--- config.mk ---
export PLATFORM = sky130hd
export DESIGN_NAME = io_controller
export DESIGN_NICKNAME = d
export VERILOG_FILES = /design/src/rtl/io_controller.sv
export SDC_FILE = /design/constraint.sdc
export NUM_CORES = 1
export LEC_CHECK = 0
export CORE_MARGIN = 1
export CORE_UTILIZATION = 40
export CTS_BUF_LIST = sky130_fd_sc_hd__clkbuf_4 sky130_fd_sc_hd__clkbuf_8
export DETAILED_ROUTE_END_ITERATION = 16
export MAX_ROUTING_LAYER = met4
export PLACE_DENSITY = 0.87
export SYNTH_ARGS = -nofsm -noshare
export SYNTH_HDL_FRONTEND = slang
export SYNTH_SLANG_ARGS = --single-unit
--- constraint.sdc ---
create_clock -name clk -period 1.62 [get_ports clk]
set_clock_uncertainty 0.1 [all_clocks]
set_input_delay 0.405 -clock clk [delete_from_list [all_inputs] [get_ports clk]]
set_output_delay 0.405 -clock clk [all_outputs]
set_load 0.02 [all_outputs]
--- src/rtl/io_controller.sv ---
// IO sequencer between the CPU's IN/OUT/HALT instructions and the 7-segment display unit.
// Debounces the confirm push-button and stalls the core while an IN waits for a press.
module io_controller #(
    parameter int DEBOUNCE_CYCLES = 16,
    parameter int CNT_W           = 20
) (
    input  logic        clk,
    input  logic        reset,
    input  logic        io_in_req,
    input  logic        io_out_req,
    input  logic        halt_req,
    input  logic [31:0] out_data,
    input  logic        confirm_btn,
    input  logic [15:0] SW,
    output logic        stall,
    output logic        in_valid,
    output logic [31:0] in_data,
    output logic [31:0] num,
    output logic        output_flag,
    output logic        input_flag,
    output logic        halt
);

    localparam logic [1:0] ST_IDLE    = 2'd0;
    localparam logic [1:0] ST_IN_WAIT = 2'd1;
    localparam logic [1:0] ST_IN_DONE = 2'd2;
    localparam logic [1:0] ST_HALTED  = 2'd3;

    localparam logic [CNT_W-1:0] CNT_LAST = CNT_W'(DEBOUNCE_CYCLES - 1);
    localparam logic [CNT_W-1:0] CNT_ONE  = CNT_W'(1);

    logic [1:0]       state_r;
    logic [1:0]       sync_r;
    logic             stable_r;
    logic             stable_d_r;
    logic             press_r;
    logic [CNT_W-1:0] cnt_r;
    logic             in_valid_r;
    logic [31:0]      in_data_r;
    logic [31:0]      num_r;
    logic             output_flag_r;
    logic             input_flag_r;
    logic             halt_r;
    logic             stall_s;
    logic             unused_sw_s;

    // Only the low nibble of the switches is architecturally visible to IN.
    assign unused_sw_s = ^SW[15:4];

    // Synchronize the raw button, debounce it and emit a one-cycle press on each accepted rise.
    always_ff @(posedge clk) begin
        if (reset) begin
            sync_r     <= 2'b00;
            stable_r   <= 1'b0;
            stable_d_r <= 1'b0;
            press_r    <= 1'b0;
            cnt_r      <= {CNT_W{1'b0}};
        end else begin
            sync_r     <= {sync_r[0], confirm_btn};
            stable_d_r <= stable_r;
            press_r    <= stable_r & ~stable_d_r;
            if (sync_r[1] != stable_r) begin
                if (cnt_r == CNT_LAST) begin
                    stable_r <= sync_r[1];
                    cnt_r    <= {CNT_W{1'b0}};
                end else begin
                    cnt_r <= cnt_r + CNT_ONE;
                end
            end else begin
                cnt_r <= {CNT_W{1'b0}};
            end
        end
    end

    // Instruction sequencer; halt beats OUT beats IN, and HALTED is left only through reset.
    always_ff @(posedge clk) begin
        if (reset) begin
            state_r       <= ST_IDLE;
            in_valid_r    <= 1'b0;
            in_data_r     <= 32'd0;
            num_r         <= 32'd0;
            output_flag_r <= 1'b0;
            input_flag_r  <= 1'b0;
            halt_r        <= 1'b0;
        end else begin
            case (state_r)
                ST_IDLE: begin
                    if (halt_req) begin
                        state_r <= ST_HALTED;
                        halt_r  <= 1'b1;
                    end else if (io_out_req) begin
                        num_r         <= out_data;
                        output_flag_r <= 1'b1;
                    end else if (io_in_req) begin
                        state_r       <= ST_IN_WAIT;
                        input_flag_r  <= 1'b1;
                        output_flag_r <= 1'b0;
                    end else begin
                        state_r <= ST_IDLE;
                    end
                end
                ST_IN_WAIT: begin
                    // Presses seen before this state were consumed while idle and do not count.
                    if (halt_req) begin
                        state_r      <= ST_HALTED;
                        halt_r       <= 1'b1;
                        input_flag_r <= 1'b0;
                    end else if (press_r) begin
                        state_r    <= ST_IN_DONE;
                        in_data_r  <= {28'd0, SW[3:0]};
                        in_valid_r <= 1'b1;
                    end else begin
                        state_r <= ST_IN_WAIT;
                    end
                end
                ST_IN_DONE: begin
                    state_r      <= ST_IDLE;
                    in_valid_r   <= 1'b0;
                    input_flag_r <= 1'b0;
                end
                ST_HALTED: begin
                    state_r <= ST_HALTED;
                    halt_r  <= 1'b1;
                end
                default: begin
                    state_r       <= ST_IDLE;
                    in_valid_r    <= 1'b0;
                    output_flag_r <= 1'b0;
                    input_flag_r  <= 1'b0;
                    halt_r        <= 1'b0;
                end
            endcase
        end
    end

    // Stall decode: the core freezes as soon as it presents an IN, without waiting a cycle.
    always_comb begin
        stall_s = 1'b0;
        case (state_r)
            ST_IDLE:    stall_s = io_in_req & ~halt_req;
            ST_IN_WAIT: stall_s = 1'b1;
            ST_IN_DONE: stall_s = 1'b0;
            ST_HALTED:  stall_s = 1'b1;
            default:    stall_s = 1'b0;
        endcase
    end

    assign stall       = stall_s;
    assign in_valid    = in_valid_r;
    assign in_data     = in_data_r;
    assign num         = num_r;
    assign output_flag = output_flag_r;
    assign input_flag  = input_flag_r;
    assign halt        = halt_r;

endmodule

**Word-level counts from Yosys, hierarchy flattened**

Index checks and enable logic that the tools add are counted.

- Flip-flop bits (word level): 67
- Latch bits: 0
- Bits in writable memories: 0
- Memory bits (read-only): 0
- Bits of input ports: 54
- Output and inout bits: 69
- Logic and storage cells: 65
- Memories kept: 0

- Add/subtract/negate cells: 1
- Multipliers: 0
- Divide/modulo/power cells: 0
- Order comparisons: 0
- Equality and inequality tests: 13
- Shift-type cells: 0
- Multiplexer cells: 19
- Bitwise logic cells: 5
- Reduce and logical (&&, ||, !) cells: 15

Operators by type and width:

| kind | number |
|---|---|
| $add 20x1->20 const B | 1 |
| $eq 20x4->1 const B | 1 |
| $ne 2x2->1 const B | 6 |
| $reduce_and 3->1 | 4 |
| $mux 1 | 10 |
| $mux 2 | 4 |
| $pmux 2 s4 | 1 |
| $pmux 1 s3 | 2 |
| $reduce_bool 2->1 | 3 |
| $reduce_and 5->1 | 1 |
| $eq 2x2->1 const B | 2 |
| $pmux 1 s2 | 2 |
| $reduce_and 2->1 | 2 |
| $reduce_or 2->1 | 2 |
| $ne 3x3->1 const B | 1 |
| $not 1->1 | 3 |
| $reduce_bool 3->1 | 1 |
| $reduce_or 3->1 | 1 |
| $and 1x1->1 | 2 |
| $eq 2x1->1 const B | 1 |
| $logic_not 2->1 | 1 |
| $ne 2x1->1 const B | 1 |
| $ne 1x1->1 | 1 |

**Logic depth before layout (Yosys ltp)**

- Depth in word-level cells: 4
- Gate-level depth with buffers: 7
- Gate-level depth less buffers: 6

**Worst setup path after synthesis**

OpenSTA, ideal clock, no wires.

- Kind: register -> register
- Start: register cnt_r[0]
- End: register cnt_r[18]
- Library setup time: 0.092 ns
- Data arrival time: 1.577 ns
- Required time: 1.428 ns
- Setup slack: -0.149 ns
- Stages on the path, launching flop included: 6
- Path buffers: 0
- Period minus slack after synthesis: 1.769 ns
- Path through: dfxtp_1 -> ha_1 -> nand3_1 -> or4_4 -> mux2i_1 -> nor4_1

- Cells in the longest elaborated chain, start to end: 2
- Elaborated cells on any way between the ends: 3
- Those cells by class: add/sub (1); eq/ne (1); reduce/logical (1)

RTL lines:

| what | line | source |
|---|---|---|
| start: declaration | 37 | `logic [CNT_W-1:0] cnt_r;` |
| start signal: assignment | 57 | `cnt_r <= {CNT_W{1'b0}};` |
| start signal: assignment | 65 | `cnt_r <= {CNT_W{1'b0}};` |
| start signal: assignment | 67 | `cnt_r <= cnt_r + CNT_ONE;` |
| parallel branches: the longest is 2 deep, another holds $add 20x1->20 | n/a |  |

Several ways; the timed one is not identified.
A chain may end at the register's enable or synchronous reset.

**Worst setup path in the final report**

- Start: register state_r[1]
- End: output port stall

- Cells in the longest elaborated chain, start to end: 3
- Elaborated cells on any way between the ends: 6
- Those cells by class: eq/ne (3); mux (1); reduce/logical (2)

RTL lines:

| what | line | source |
|---|---|---|
| start: declaration | 32 | `logic [1:0] state_r;` |
| start signal: assignment | 78 | `state_r <= ST_IDLE;` |
| start signal: assignment | 89 | `state_r <= ST_HALTED;` |
| start signal: assignment | 95 | `state_r <= ST_IN_WAIT;` |
| $eq 2x2->1 or $eq 2x1->1 (tied branches) | 139 | `case (state_r)` |
| $reduce_or 2->1 (no source line) | n/a |  |
| $pmux 1 s3 * | 139 |  |
| end: declaration | 15 | `output logic stall,` |

Mark *: on every way between the ends. The rest lies on a longest branch, timed or not.

==> results.cfg <==
[placed_design]
placed_cell_area_sq_um = 4018
dp_cells = 555
place_congestion = 0.9648
hpwl_microns = 5373
port_buffers = 82
place_ws_ns = -0.6987

[logic_synthesis]
synth_seq_area_share = 0.4542
synth_xor_area_frac = 0.04449
synth_seq_cells = 67
netlist_instances = 358
synth_most_common_cell = nand2_1
synth_compound_area_frac = 0.1008
synth-edff-count = 0
synth_area_sq_um = 2953
syn_avg_cell_area_sq_um = 8.248
ys.flop_type = dfxtp_1
synth_area_leader_cell = dfxtp_1
yosys-top-cells-count = nand2_1, dfxtp_1, a21oi_1
netlist.area_leader.share = 0.4542
synth_top_family_by_area = simple AND/OR/NAND/NOR gates
async_reset_ff_frac = 0
synth_fa_ha_area_frac = 0.02542
synth-simple-area-share = 0.2564
synth_mux_area_frac = 0.006780
synthDistinctLibCells = 36
yosys_warnings = 0
synth.top_cells.by_area = dfxtp_1, nand2_1, buf_4, a21oi_1, xnor2_1

[floorplan]
die_w_microns = 87.92
rows = 30
die_y_microns = 87.92
dieArea_sq_um = 7730
ios = 123
core_area_sq_um = 6944
start_util = 0.4252

[final_layout]
syn2layout_area_growth_pct = 51.44
final_core_util = 0.6440
antennaDiodeCount = 0
fillers = 545
drive_above_1_share = 0.2066
design_area_sq_um = 4472
final_cell_count_no_fill = 580
layout.nets = 540

[routing]
met2WireLength_microns = 4473
vias = 2841
first_pass_iters = 4
drc = 0
top_layer_used = met4
wl_per_cell_microns = 14.22
wl_met3_microns = 447
wirelength_microns = 8248
via_per_inst = 4.898
m1WireLength_microns = 3120
antenna_left = 0
drtIter0Drc = 112

[critical_path]
startpoint_type = flop
crit_path_end_kind = output pin
startpoint = state_r[1]
timing.rr.end = cnt_r[18]
crit_arrival_ns = 1.32
rrSetupSlack_ns = -0.03
cp-endpoint = stall
criticalPathCategory = flop to output pin
required_ns = 1.11
critPathMaxFanout = 3
r2r-start = cnt_r[1]
worst_r2r_path_depth = 5

[cts]
cts_max_level = 3
cts_root_buffer = clkbuf_8
cts_hold_buf = 0
tritoncts = yes
cts-buffers-inserted = 9
clock_path_buffers = 2
clk_latency_ns = 0.33
path_clk_slew_ns = 0.07
clock_sinks = 67

[sta]
min_period_over_period = 1.129
fmaxAchievable_mhz = 547.0
rsz0062_at_grt = true
slew_viol_final = 0
period_needed_ns = 1.828
hold_viol = 0
setup_viol = 3
tns_ns = -0.2709
fin_ws_ns = -0.2083

[global_route]
antenna_found_initial = 0
gr-total-overflow = 0
grt_start_max_net_pins = 33
grt_pass1_wl_microns = 12570
first_global_vias = 2816
grt_usage = 0.2164

[run]
cap_viol_max_count = 0

[outcome]
status = finished with violations
failed_checks = setup timing

[pwr]
peakVddDrop_v = 0.0004742
leakage_uw = 0.001857
power_density_nw_per_um2 = 912.2

[hold_path]
hold_class = flop to flop
layer usage:
| layer | up-vias | track usage |
|---|---|---|
| met2 | 110 | 0.3897 |
| met4 | 0 | 0.1103 |
| li1 | 1379 | - |
| met5 | - | - |
| met3 | 19 | 0.04618 |
| met1 | 1333 | 0.2198 |
worst max-delay path, stage by stage, from the launching register on:
cell	delay, ns
dfxtp_2	0.37
inv_4	0.06
ha_4	0.16
nor3_4	0.21
a21oi_2	0.06
buf_6	0.13
where the power goes:
group	internal, uW	switching, uW
Clock	895	624
Sequential	1710	42.4
Combinational	397	414
Total	3000	1080
through the flow:
stage / hold WS, ns / total power [uW]
after CTS: 0.2822 / 4048
after global routing: 0.2975 / 4230
after detailed placement: 0.2726 / 2466
final: 0.2877 / 4079
after global placement: 0.2742 / 2442
after floorplan: 0.2674 / 2169
timing repair:
item,in CTS,in global routing
gates resized for setup,69,22
setup endpoints to repair,77,51
buffers inserted,4,3
gates cloned,2,1
pin swaps,2,5
how the worst min path moves through the flow:
| stage | start | endpoint | slack, ns | depth (start not counted) |
|---|---|---|---|---|
| 6_report | stable_d_r | press_r | 0.29 | 1 |
| 3_5_place_dp | stable_d_r | press_r | 0.27 | 1 |
| 2_1_floorplan | stable_d_r | press_r | 0.27 | 1 |
| 4_1_cts | stable_d_r | press_r | 0.28 | 1 |
| 3_3_place_gp | stable_d_r | press_r | 0.27 | 1 |
| 5_1_grt | stable_d_r | press_r | 0.30 | 1 |
layout make-up:
class / count / area (sq um) / share of cell area
clock buffers: 10 / 137.6 / 0.03078
multi-input cells: 266 / 1515 / 0.3388
repair buffers: 128 / 1219 / 0.2725
flip-flops and latches: 67 / 1368 / 0.3058
clock inverters: 5 / 77.57 / 0.01735
well taps: 96 / 120.1 / 0.02686
inverters: 8 / 35.03 / 0.007834
cells in the final DEF, fill, tap and decap left out, types with 4 or more instances in the layout:
master           instances
nand2_1                 72
dfxtp_1                 56
a21oi_1                 40
clkdlybuf4s50_1         40
dlygate4sd2_1           40
buf_4                   37
nor2_1                  30
conb_1                  28
xnor2_1                 13
clkbuf_8                10
nand3_1                  9
nor4_1                   8
nor2b_1                  6
inv_1                    6
dfxtp_2                  6
nand4_1                  5
dfxtp_4                  5
nor4_2                   4
nand2_2                  4
ha_4                     4
buf_6                    4
flip-flops by register name, indices dropped and copies added (netlist names):
signal,flops
input_flag,1
press_r,1
output_flag,1
stable_r,1
cnt_r,20
in_data,4
halt,1
state_r,2
sync_r,2
in_valid,1
stable_d_r,1
num,32
kinds of logic after synthesis:
group | count (synthesis)
adders and majority gates | 6
xor gates and xnor gates | 15
muxes | 2
and+or+nand+nor | 160
buffers and inverters | 52
AOI/OAI and AO/OA | 55
DFF | 67
other | 1
Note: power is estimated with default switching activity, not from simulation.
